<file path="src/rtl/ag6502_dma_ctrl_if.sv">
// CPU-side and memory-side bus bundle for the ag6502 DMA controller.
// The master modport is the controller's view; slave is the CPU/memory side.
interface ag6502_dma_ctrl_if;
    logic [15:0] cpu_ab;
    logic        cpu_read;
    logic [7:0]  cpu_db_out;
    logic        cpu_rdy;
    logic [15:0] mem_ab;
    logic        mem_read;
    logic [7:0]  mem_wdata;
    logic [7:0]  mem_rdata;

    modport master (
        input  cpu_ab, cpu_read, cpu_db_out, mem_rdata,
        output cpu_rdy, mem_ab, mem_read, mem_wdata
    );

    modport slave (
        output cpu_ab, cpu_read, cpu_db_out, mem_rdata,
        input  cpu_rdy, mem_ab, mem_read, mem_wdata
    );
endinterface

</file>
<file path="src/rtl/ag6502_dma_ctrl.sv">
// Bus-master DMA controller: halts the CPU via rdy, performs copy/fill transfers
// in bursts of up to BURST bytes, and signals completion on an active-low irq.
module ag6502_dma_ctrl #(
    parameter int BURST = 16
) (
    input  logic                  baseclk,
    input  logic                  rst,
    input  logic                  cyc,
    input  logic                  cfg_we,
    input  logic [2:0]            cfg_addr,
    input  logic [7:0]            cfg_wdata,
    output logic [7:0]            cfg_rdata,
    output logic                  busy,
    output logic                  irq_n,
    output logic [2:0]            dbg_state,
    ag6502_dma_ctrl_if.master     bus
);
    localparam int BC_W = $clog2(BURST + 1);

    typedef enum logic [2:0] {
        S_IDLE = 3'd0,
        S_REQ  = 3'd1,
        S_RD   = 3'd2,
        S_WR   = 3'd3,
        S_GAP  = 3'd4
    } state_t;

    state_t            state_q, state_d;
    logic [15:0]       src, dst, len, cnt;
    logic [BC_W-1:0]   bc;
    logic [7:0]        buf_q;
    logic              done, ie, fill, abort_p, have_buf;
    logic              finish;
    logic              ctrl_wr, start_req, abort_now, bc_last;

    // Handshake: cpu_rdy low asks the CPU to halt; the bus is only taken on a cyc
    // where the CPU is seen reading, since a 6502 write cycle cannot be stretched.
    assign ctrl_wr   = cfg_we && (cfg_addr == 3'd6);
    assign start_req = ctrl_wr && cfg_wdata[0] && (state_q == S_IDLE);
    assign abort_now = abort_p || (ctrl_wr && cfg_wdata[3]);
    assign bc_last   = (bc == BC_W'(BURST - 1));

    always_comb begin
        state_d       = state_q;
        finish        = 1'b0;
        bus.cpu_rdy   = 1'b0;
        bus.mem_ab    = bus.cpu_ab;
        bus.mem_read  = bus.cpu_read;
        bus.mem_wdata = bus.cpu_db_out;
        case (state_q)
            S_IDLE: begin
                bus.cpu_rdy = 1'b1;
                if (start_req && (len != 16'd0)) state_d = S_REQ;
            end
            S_REQ: begin
                if (cyc) begin
                    if (abort_now) begin
                        state_d = S_IDLE;
                        finish  = 1'b1;
                    end else if (bus.cpu_read) begin
                        // A fill resuming after a gap already holds its byte.
                        state_d = (fill && have_buf) ? S_WR : S_RD;
                    end
                end
            end
            S_RD: begin
                bus.mem_ab   = src;
                bus.mem_read = 1'b1;
                if (cyc) state_d = S_WR;
            end
            S_WR: begin
                bus.mem_ab    = dst;
                bus.mem_read  = 1'b0;
                bus.mem_wdata = buf_q;
                if (cyc) begin
                    if ((cnt == 16'd1) || abort_now) begin
                        state_d = S_IDLE;
                        finish  = 1'b1;
                    end else if (bc_last) begin
                        state_d = S_GAP;
                    end else if (fill) begin
                        state_d = S_WR;
                    end else begin
                        state_d = S_RD;
                    end
                end
            end
            S_GAP: begin
                bus.cpu_rdy = 1'b1;
                if (cyc) begin
                    state_d = abort_now ? S_IDLE : S_REQ;
                    finish  = abort_now;
                end
            end
            default: state_d = S_IDLE;
        endcase
    end

    always_ff @(posedge baseclk) begin
        if (rst) begin
            state_q  <= S_IDLE;
            src      <= '0;
            dst      <= '0;
            len      <= '0;
            cnt      <= '0;
            bc       <= '0;
            buf_q    <= '0;
            done     <= 1'b0;
            ie       <= 1'b0;
            fill     <= 1'b0;
            abort_p  <= 1'b0;
            have_buf <= 1'b0;
        end else begin
            state_q <= state_d;
            if (cfg_we && (state_q == S_IDLE)) begin
                case (cfg_addr)
                    3'd0:    src[7:0]  <= cfg_wdata;
                    3'd1:    src[15:8] <= cfg_wdata;
                    3'd2:    dst[7:0]  <= cfg_wdata;
                    3'd3:    dst[15:8] <= cfg_wdata;
                    3'd4:    len[7:0]  <= cfg_wdata;
                    3'd5:    len[15:8] <= cfg_wdata;
                    default: ;
                endcase
            end
            if (ctrl_wr) begin
                done <= 1'b0;
                if (start_req) begin
                    fill     <= cfg_wdata[1];
                    ie       <= cfg_wdata[2];
                    cnt      <= len;
                    bc       <= '0;
                    have_buf <= 1'b0;
                    if (len == 16'd0) done <= 1'b1;
                end else if ((state_q != S_IDLE) && cfg_wdata[3]) begin
                    abort_p <= 1'b1;
                end
            end
            if (cyc) begin
                case (state_q)
                    S_RD: begin
                        buf_q    <= bus.mem_rdata;
                        src      <= src + 16'd1;
                        have_buf <= 1'b1;
                    end
                    S_WR: begin
                        dst <= dst + 16'd1;
                        cnt <= cnt - 16'd1;
                        bc  <= (state_d == S_GAP) ? '0 : bc + BC_W'(1);
                    end
                    default: ;
                endcase
            end
            // Completion wins over the done-clear of a coinciding CTRL write.
            if (finish) begin
                done    <= 1'b1;
                abort_p <= 1'b0;
            end
        end
    end

    always_comb begin
        case (cfg_addr)
            3'd0:    cfg_rdata = src[7:0];
            3'd1:    cfg_rdata = src[15:8];
            3'd2:    cfg_rdata = dst[7:0];
            3'd3:    cfg_rdata = dst[15:8];
            3'd4:    cfg_rdata = len[7:0];
            3'd5:    cfg_rdata = len[15:8];
            3'd6:    cfg_rdata = {4'b0, abort_p, ie, fill, busy};
            default: cfg_rdata = {busy, done, 6'b0};
        endcase
    end

    assign busy      = (state_q != S_IDLE);
    assign irq_n     = ~(done & ie);
    assign dbg_state = state_q;
endmodule

</file>
<file path="src/flat_wrapper.sv">
// flat-port wrapper written by rule: the top's interface ports become plain ports
module ag6502_dma_ctrl_flat 
#(
    parameter int BURST = 16
)
  (baseclk, rst, cyc, cfg_we, cfg_addr, cfg_wdata, cfg_rdata, busy, irq_n, dbg_state, bus_cpu_ab, bus_cpu_read, bus_cpu_db_out, bus_mem_rdata, bus_cpu_rdy, bus_mem_ab, bus_mem_read, bus_mem_wdata);
  ag6502_dma_ctrl_if bus_i ();
  input  logic baseclk;
  input  logic rst;
  input  logic cyc;
  input  logic cfg_we;
  input  logic [2:0] cfg_addr;
  input  logic [7:0] cfg_wdata;
  output logic [7:0] cfg_rdata;
  output logic busy;
  output logic irq_n;
  output logic [2:0] dbg_state;
  input wire logic [$bits(bus_i.cpu_ab)-1:0] bus_cpu_ab;
  input wire logic [$bits(bus_i.cpu_read)-1:0] bus_cpu_read;
  input wire logic [$bits(bus_i.cpu_db_out)-1:0] bus_cpu_db_out;
  input wire logic [$bits(bus_i.mem_rdata)-1:0] bus_mem_rdata;
  output wire logic [$bits(bus_i.cpu_rdy)-1:0] bus_cpu_rdy;
  output wire logic [$bits(bus_i.mem_ab)-1:0] bus_mem_ab;
  output wire logic [$bits(bus_i.mem_read)-1:0] bus_mem_read;
  output wire logic [$bits(bus_i.mem_wdata)-1:0] bus_mem_wdata;
  assign bus_i.cpu_ab = bus_cpu_ab;
  assign bus_i.cpu_read = bus_cpu_read;
  assign bus_i.cpu_db_out = bus_cpu_db_out;
  assign bus_i.mem_rdata = bus_mem_rdata;
  assign bus_cpu_rdy = bus_i.cpu_rdy;
  assign bus_mem_ab = bus_i.mem_ab;
  assign bus_mem_read = bus_i.mem_read;
  assign bus_mem_wdata = bus_i.mem_wdata;
  ag6502_dma_ctrl #(.BURST(BURST)) u_core (.baseclk(baseclk), .rst(rst), .cyc(cyc), .cfg_we(cfg_we), .cfg_addr(cfg_addr), .cfg_wdata(cfg_wdata), .cfg_rdata(cfg_rdata), .busy(busy), .irq_n(irq_n), .dbg_state(dbg_state), .bus(bus_i));
endmodule
</file>
<file path="config.mk">
export PLATFORM = sky130hd
export DESIGN_NAME = ag6502_dma_ctrl_flat
export DESIGN_NICKNAME = d
export VERILOG_FILES = /design/src/rtl/ag6502_dma_ctrl_if.sv /design/src/rtl/ag6502_dma_ctrl.sv /design/src/flat_wrapper.sv
export SDC_FILE = /design/constraint.sdc
export NUM_CORES = 1
export LEC_CHECK = 0
export CAP_MARGIN = 20
export CORE_MARGIN = 8
export CORE_UTILIZATION = 40
export CTS_BUF_LIST = sky130_fd_sc_hd__clkbuf_8 sky130_fd_sc_hd__clkbuf_16
export DETAILED_ROUTE_END_ITERATION = 16
export PLACE_DENSITY = 0.71
export SYNTH_ARGS = -nofsm -noshare
export SYNTH_HDL_FRONTEND = slang
export SYNTH_SLANG_ARGS = --single-unit
</file>
<file path="constraint.sdc">
create_clock -name baseclk -period 2.8 [get_ports baseclk]
set_clock_uncertainty 0.2 [all_clocks]
set_input_delay 0.28 -clock baseclk [delete_from_list [all_inputs] [get_ports baseclk]]
set_output_delay 0.28 -clock baseclk [all_outputs]
set_load 0.01 [all_outputs]
</file>
* Word-level counts from Yosys, hierarchy flattened
Cells that the tools add are included.
Widths: inputs -> output; s select.
** Word-level totals
- Bits in registers :: 85
- Input port bits :: 48
- Output and inout bits :: 39
- Word-level logic and storage cells :: 107
** Operators by class
- Add/subtract/negate cells :: 4
- Equal/unequal tests :: 13
- Multiplexer cells :: 51
- Bitwise logic cells :: 3
- Reduce and logical (&&, ||, !) cells :: 23
** Operator list (number)
- $mux 16 :: 10
- $pmux 8 s7 :: 1
- $mux 8 :: 5
- $add 16x1->16 const B :: 2
- $pmux 16 s2 :: 1
- $mux 3 :: 9
- $mux 5 :: 5
- $mux 1 :: 17
- $eq 16x1->1 const B :: 1
- $logic_not 16->1 :: 1
- $reduce_bool 16->1 :: 1
- $sub 16x1->16 const B :: 1
- $eq 3x3->1 const B :: 5
- $pmux 3 s5 :: 1
- $eq 3x2->1 const B :: 4
- $logic_and 1x1->1 :: 8
- $reduce_and 2->1 :: 4
- $eq 3x1->1 const B :: 2
- $logic_not 3->1 :: 2
- $add 5x1->5 const B :: 1
- $eq 5x4->1 const B :: 1
- $reduce_or 2->1 :: 2
- $pmux 1 s3 :: 1
- $reduce_and 3->1 :: 1
- other kinds (6) :: 8

* Logic depth before layout (Yosys ltp)
Gate-level depths: netlist of run 1.
- Depth after elaboration :: 12
- Depth in mapped cells :: 8
- Depth with buffers taken out :: 7

* Worst setup path before layout of run 1
OpenSTA, ideal clock, no wires.
- Path type :: flip-flop to output port
- Start :: register u_core.state_q[0], in the netlist u_core.dbg_state[0]
- End :: output bus_mem_ab[10]
- Arrival time :: 1963 ps
- Required time :: 2320 ps
- Setup slack :: 357 ps
- Stages on the path, launching flop included :: 6
- Buffers on the path :: 3
- Cell sequence :: dfxtp_1 clkbuf_1 buf_1 clkbuf_1 mux2i_1 o21ai_0
** On the way
- Word-level cells in the longest chain between the ends :: 2
- Elaborated cells on any way between the ends :: 3
- Classes of those cells :: eq/ne (2); mux (1)
** Ends and longest elaborated chain
- from (decl) :: RTL line ag6502_dma_ctrl.sv:28 : state_t state_q, state_d;
- from (signal assigned) :: RTL line ag6502_dma_ctrl.sv:114 : state_q <= state_d;
- $eq 3x2->1 :: RTL line ag6502_dma_ctrl.sv:50 : case (state_q)
- $pmux 16 s2 * :: RTL line ag6502_dma_ctrl.sv:50
- to (decl) :: RTL line flat_wrapper.sv:23 : output wire logic [$bits(bus_i.mem_ab)-1:0] bus_mem_ab;
Mark *: on every way between the ends. The rest lies on a longest branch, timed or not.

* Worst setup path after layout of run 1
- Start :: input cfg_addr[0]
- End :: output cfg_rdata[0]
** On the way
- Word-level cells in the longest chain between the ends :: 2
- Elaborated cells on any way between the ends :: 8
- Classes of those cells :: eq/ne (6); mux (1); reduce/logical (1)
** Ends and longest elaborated chain
- from (decl) :: RTL line flat_wrapper.sv:12 : input logic [2:0] cfg_addr;
- $eq 3x3->1, or another cell as far along :: RTL line ag6502_dma_ctrl.sv:163 : case (cfg_addr)
- $pmux 8 s7 * :: RTL line ag6502_dma_ctrl.sv:163
- to (decl) :: RTL line flat_wrapper.sv:14 : output logic [7:0] cfg_rdata;
Marked as above.

==> results.py, run 1 <==
metrics = {
    "global_route": {
        "grt_overflow": 0,
        "grt_pass1_vias": 5436,
        "grt_pass1_wl_microns": 29300,
        "grt_max_degree": 35,
        "grt.total_usage_pct": 22.1,
        "antenna_found_initial": 0,
    },
    "placed_design": {
        "dp_hpwl_microns": 14100,
        "numPortBuffers": 86,
        "routabilityCongestion": 0.929,
    },
    "worst_setup_path": {
        "cp_max_fo": 18,
        "path_common_cell": "clkdlybuf4s50_1",
        "startpoint": "cfg_addr[0]",
        "slowest_delay_ps": 500,
        "path_buf_inv": 3,
        "rr_startpoint": "u_core.cnt[7]",
        "end_kind": "output pin",
        "path_delay_family": "buffers and inverters",
        "start_kind": "primary input",
        "worstPathCellList": "clkdlybuf4s50_1 > buf_4 > mux2_2 > a221o_1 > clkdlybuf4s50_1",
        "crit_slowest_cell": "clkdlybuf4s50_1",
        "worstPathRequired_ps": 2320,
        "cp_data_arrival_time_ps": 2280,
        "critPathKind": "in -> out",
    },
    "yosys": {
        "synth_top_area_share_pct": 32.9,
        "synthCells": 664,
        "synth_edf_count": 0,
        "synth_cell_types": 60,
        "yosysMostFrequentCell": "dfxtp_1",
        "synthTopCellsByCount": "85 x dfxtp_1, 72 x nand2_1, 65 x a21oi_1, 63 x nor2_1, 45 x o21ai_0",
        "synth_area_leaders": "dfxtp_1 33%, mux2i_1 7.7%, a21oi_1 6.3%",
        "synthesis.nets": 718,
        "synth_top_area_cell": "dfxtp_1",
        "syn_area_per_cell_sq_um": 7.79,
        "syn-cell-area_sq_mm": 0.00517,
        "synth-seq-cells": 85,
        "async_flop_share_pct": 0,
        "ys_seq_area_share_pct": 32.9,
        "yosys_warnings": 0,
        "synthFlopType": "dfxtp_1",
    },
    "timing": {
        "finalSetupTns_ps": 0,
        "min_period_over_period_pct": 98.5,
        "max_freq_mhz": 363,
        "drv_slew": 0,
        "finalHoldViolCount": 0,
        "finalCriticalPeriod_ps": 2760,
        "rsz0062_at_grt": "no",
        "relSlewSlack_pct": 65.6,
        "finalSetupViolations": 0,
        "worstMarginPinSlew_ps": 515,
    },
    "floorplan": {
        "die_h_microns": 130,
        "coreArea_sq_mm": 0.0126,
        "pin_count": 87,
        "row_count": 41,
        "die_area_sq_mm": 0.0168,
        "dieWidth_microns": 130,
        "start_util_pct": 41.0,
    },
    "power_and_ir_drop": {
        "totalPowerFinal_mw": 2.71,
        "seq_power_share_pct": 46.4,
        "vdd_drop_max_mv": 0.270,
        "p_per_area_mw_per_mm2": 400,
        "switchingPower_uw": 707,
        "pwr-share-comb_pct": 12.8,
        "p_clk_share_pct": 40.7,
        "cellLeakagePower_nw": 2.39,
        "swShare_pct": 26.1,
        "intPower_mw": 2.00,
    },
    "cts": {
        "clock_path_buffers": 2,
        "path_clk_slew_ps": 60,
        "cts-root-buf": "clkbuf_16",
        "cts_max_level": 3,
        "clock-sinks": 85,
        "cts_tree": "built",
        "cts_made_buffers": 9,
        "postCtsHoldBufs": 0,
        "clkLatencyLatePin_ps": 350,
    },
    "drt": {
        "drt_iter0_markers": 579,
        "route.vias.total": 5780,
        "wl_per_cell_microns": 20.1,
        "drcViolationCount": 0,
        "drt-total-wl_microns": 19000,
        "vias_per_cell": 6.11,
        "detail-route-antenna-nets": 0,
        "detail_route.first_pass.iterations": 5,
    },
    "worst_hold_path": {
        "hp-start": "rst",
        "worstHoldPathType": "in -> reg",
    },
    "finish": {
        "n_fill_cell": 1202,
        "fin_util_pct": 53.7,
        "diodes": 0,
        "regArea_sq_mm": 0.00170,
        "nNetsFinal": 823,
        "area.growth.synth_to_final_pct": 31.0,
        "layout-drive-gt1-share_pct": 14.0,
        "multi_input_area_sq_mm": 0.00328,
    },
    "status": {
        "status": "finished, final reports clean",
    },
    "job": {
        "drv_cap": 0,
    },
}
==> layout make-up <==
class	count	share of cell area, %
Multi-Input combinational cell	524	48.4
Clock inverter	7	0.628
Sequential cell	85	25.1
Timing Repair Buffer	141	18.9
Tap cell	172	3.18
Inverter	8	0.443
Clock buffer	9	3.32
==> metrics by stage <==
step,setup slack [ps],hold slack (ps),std cells,area (sq um)
floorplan,357,216,664,5170
global placement,53.8,243,926,6450
detailed placement,22.2,250,926,6450
CTS,25.3,167,944,6740
global route,3.61,196,946,6780
finish,41.8,170,946,6780
==> sequential cells by signal, indices dropped and copies added, names as in the netlist, 3 cells and up <==
signal / flops
u_core.cnt: 16
u_core.bc: 5
u_core.len: 16
u_core.dbg_state: 3
u_core.src: 16
u_core.dst: 16
u_core.buf_q: 8
==> cell families after synthesis <==
kind of cell,share of synthesized area [%]
AO/OA/AOI/OAI,22.5
buffers and inverters,4.06
XOR/XNOR,0.339
adder cells (fa/ha/maj),1.45
AND/OR/NAND/NOR,26.9
flip-flops,32.9
multiplexers,11.9
==> layout by cell type (no fill, tap or decap), drive strengths merged, types with 9 or more instances in the layout <==
cell / netlist / final
nand4: 11 / 11
o21ai: 45 / 45
a211oi: 9 / 9
nand2: 72 / 72
nor4: 11 / 11
mux2i: 40 / 40
a21oi: 65 / 65
buf: 6 / 56
mux2: 15 / 15
clkdlybuf4s50: 0 / 84
and3: 9 / 9
a22oi: 9 / 9
a31oi: 21 / 21
or4: 11 / 11
clkbuf: 41 / 9
dfxtp: 85 / 85
nor2: 63 / 63
nor3: 17 / 17
nand3: 24 / 24
==> per-layer routing <==
metal | track usage [%] | vias to the layer above | part of all wire (%)
met1 | 27.6 | 2778 | 43
met2 | 37.3 | 263 | 46
met5 | 0 | - | 0
li1 | - | 2690 | -
met4 | 8.47 | 0 | 3.4
met3 | 3.84 | 49 | 7.2
==> power groups by stage <==
stage          registers [mW]  clock network, mW  logic, mW
2_1_floorplan            1.27                  0      0.147
3_3_place_gp             1.28                  0      0.336
3_5_place_dp             1.28                  0      0.340
4_1_cts                  1.26               1.12      0.343
5_1_grt                  1.26               1.17      0.373
6_report                 1.26               1.10      0.348
==> path summary, 6_finish.rpt <==
check                          to  slack, ps  depth (start not counted)
setup / recovery     cfg_rdata[0]         40                          5
hold / removal    u_core.have_buf        170                          2
setup reg to reg     u_core.bc[3]        280                          5
hold reg to reg   u_core.buf_q[7]        260                          2
==> what timing repair did <==
item / CTS / global route
resized for setup: 1 / 6
endpoints found under the setup margin: 9 / 9
hold endpoints to repair: 0 / 0
pin swaps: 1 / 0
gates cloned: 0 / 0
buffers inserted: 2 / 2
Note: power is estimated with default switching activity, not from simulation.
==> inputs of run 2 (changes only) <==
--- a/config.mk
+++ b/config.mk
@@ -5,6 +5,7 @@
 export SDC_FILE = /design/constraint.sdc
 export NUM_CORES = 1
 export LEC_CHECK = 0
+export ABC_CLOCK_PERIOD_IN_PS = 2800
 export CAP_MARGIN = 20
 export CORE_MARGIN = 8
 export CORE_UTILIZATION = 40
==> results of run 2 <==
No change in the layout: final DEF, timing and power equal those of run 1.
==> inputs of run 3 (changes only) <==
--- a/config.mk
+++ b/config.mk
@@ -11,7 +11,7 @@
 export CORE_UTILIZATION = 40
 export CTS_BUF_LIST = sky130_fd_sc_hd__clkbuf_8 sky130_fd_sc_hd__clkbuf_16
 export DETAILED_ROUTE_END_ITERATION = 16
-export PLACE_DENSITY = 0.71
+export PLACE_DENSITY = 0.67
 export SYNTH_ARGS = -nofsm -noshare
 export SYNTH_HDL_FRONTEND = slang
 export SYNTH_SLANG_ARGS = --single-unit
==> results.py, run 3 (synthesized netlist as in run 1, its figures left out) <==
metrics = {
    "finish": {
        "multi_input_area_sq_mm": 0.00328,
        "diodes": 0,
        "final_cell_mix": "85 x dfxtp_1, 81 x clkdlybuf4s50_1, 72 x nand2_1",
        "nNetsFinal": 814,
        "mostFrequentLayoutCell": "dfxtp_1",
        "design_area_sq_mm": 0.00683,
        "fin_util_pct": 54.1,
        "regArea_sq_mm": 0.00170,
        "n_fill_cell": 1214,
        "area.growth.synth_to_final_pct": 32.0,
        "layout-drive-gt1-share_pct": 12.9,
    },
    "worst_setup_path": {
        "worstPathRequired_ps": 2320,
        "critPathKind": "in -> out",
        "cp_data_arrival_time_ps": 2250,
        "start_kind": "primary input",
        "end_kind": "output pin",
        "cp_max_fo": 17,
    },
    "placed_design": {
        "dp_hpwl_microns": 14200,
        "numPortBuffers": 86,
        "place_area_sq_mm": 0.00646,
        "routabilityCongestion": 0.923,
    },
    "cts": {
        "path_clk_slew_ps": 70,
        "clock_path_buffers": 2,
        "cts_made_buffers": 9,
        "cts-root-buf": "clkbuf_16",
        "clock-sinks": 85,
        "cts_max_level": 3,
        "cts_tree": "built",
        "postCtsHoldBufs": 0,
        "clkLatencyLatePin_ps": 350,
        "cts_setup_buffers": 0,
    },
    "global_route": {
        "grt_pass1_vias": 5216,
        "grt.total_usage_pct": 22.3,
        "antenna_found_initial": 0,
        "grt_max_degree": 52,
        "grt_pass1_wl_microns": 28900,
        "grt_overflow": 0,
    },
    "power_and_ir_drop": {
        "intPower_mw": 2.24,
        "p_per_area_mw_per_mm2": 434,
        "pwr-share-comb_pct": 11.7,
        "cellLeakagePower_nw": 2.45,
        "p_clk_share_pct": 46.0,
        "switchingPower_uw": 728,
        "vdd_drop_max_mv": 0.233,
        "totalPowerFinal_mw": 2.96,
        "seq_power_share_pct": 42.4,
        "swShare_pct": 24.5,
    },
    "worst_hold_path": {
        "worstHoldPathType": "in -> reg",
    },
    "drt": {
        "detail-route-antenna-nets": 0,
        "route.vias.total": 5661,
        "drt_iter0_markers": 651,
        "vias_per_cell": 6.04,
        "wl_per_cell_microns": 20.5,
        "detail_route.first_pass.iterations": 5,
        "drt-total-wl_microns": 19200,
        "drcViolationCount": 0,
    },
    "timing": {
        "relSlewSlack_pct": 56.5,
        "rsz0062_at_grt": "no",
        "drv_slew": 0,
        "max_freq_mhz": 367,
        "finalSetupTns_ps": 0,
        "finalSetupViolations": 0,
        "finalHoldViolCount": 0,
        "finalCriticalPeriod_ps": 2730,
        "worstMarginPinSlew_ps": 653,
        "min_period_over_period_pct": 97.4,
    },
    "floorplan": {
        "row_count": 41,
        "pin_count": 87,
        "start_util_pct": 41.0,
        "die_area_sq_mm": 0.0168,
        "dieWidth_microns": 130,
        "coreArea_sq_mm": 0.0126,
        "die_h_microns": 130,
    },
    "status": {
        "status": "finished, final reports clean",
    },
    "job": {
        "drv_cap": 0,
    },
}
==> run 3: cell count changes in the layout (fill, tap and decap cells not counted), sizes merged, moves of 2 or more <==
cell / before / now
bufinv: 0 / 2
dlymetal6s2s: 1 / 3
clkdlybuf4s50: 84 / 81
clkinv: 4 / 1
clkinvlp: 3 / 1
clkbuf: 9 / 11
buf: 56 / 47
==> run 3: final cells by class <==
class	instances	area share [%]
Inverter	8	0.440
Timing Repair Buffer	132	18.5
Sequential cell	85	24.9
Clock inverter	5	1.19
Multi-Input combinational cell	524	48.1
Clock buffer	11	3.70
Tap cell	172	3.15
==> run 3: stage by stage <==
step                      hold slack [ps]  cells  worst slack (ps)
after floorplan                       216    664               357
after global placement                242    921             -9.61
after detailed placement              247    921             -75.4
after CTS                             241    937              6.16
after global routing                  273    937              13.7
final                                 243    937              74.2
==> run 3: power by group through the flow <==
stage | clock network [mW] | registers (mW) | logic, mW
CTS | 1.38 | 1.25 | 0.342
detailed placement | 0 | 1.28 | 0.340
finish | 1.36 | 1.26 | 0.345
floorplan | 0 | 1.27 | 0.147
global route | 1.43 | 1.26 | 0.368
global placement | 0 | 1.28 | 0.337
==> run 3: final timing paths <==
kind,slack (ps),cells after the start,end,startpoint
max,70,5,cfg_rdata[1],cfg_addr[1]
min,240,2,u_core.len[8],rst
max reg2reg,330,5,u_core.bc[3],u_core.cnt[13]
min reg2reg,260,2,u_core.buf_q[3],u_core.buf_q[3]
==> run 3: metal layers <==
layer / vias to the layer above / track usage (%) / wire length [microns]
li1: 2671 / - / -
met1: 2688 / 27.3 / 7950
met2: 249 / 37.2 / 9140
met3: 53 / 3.75 / 1350
met4: 0 / 10.9 / 732
met5: - / 0 / 0
==> run 3: repair_timing <==
item / 4_1_cts / 5_1_grt
endpoints found under the setup margin: 2 / 5
endpoints found under the hold margin: 0 / 0
resized for setup: 3 / 8
==> run 3: worst max-delay path, stage by stage <==
cell and delay (ps):
clkdlybuf4s50_1 500, buf_12 160, mux4_2 530, mux2_2 280
clkdlybuf4s50_1 480
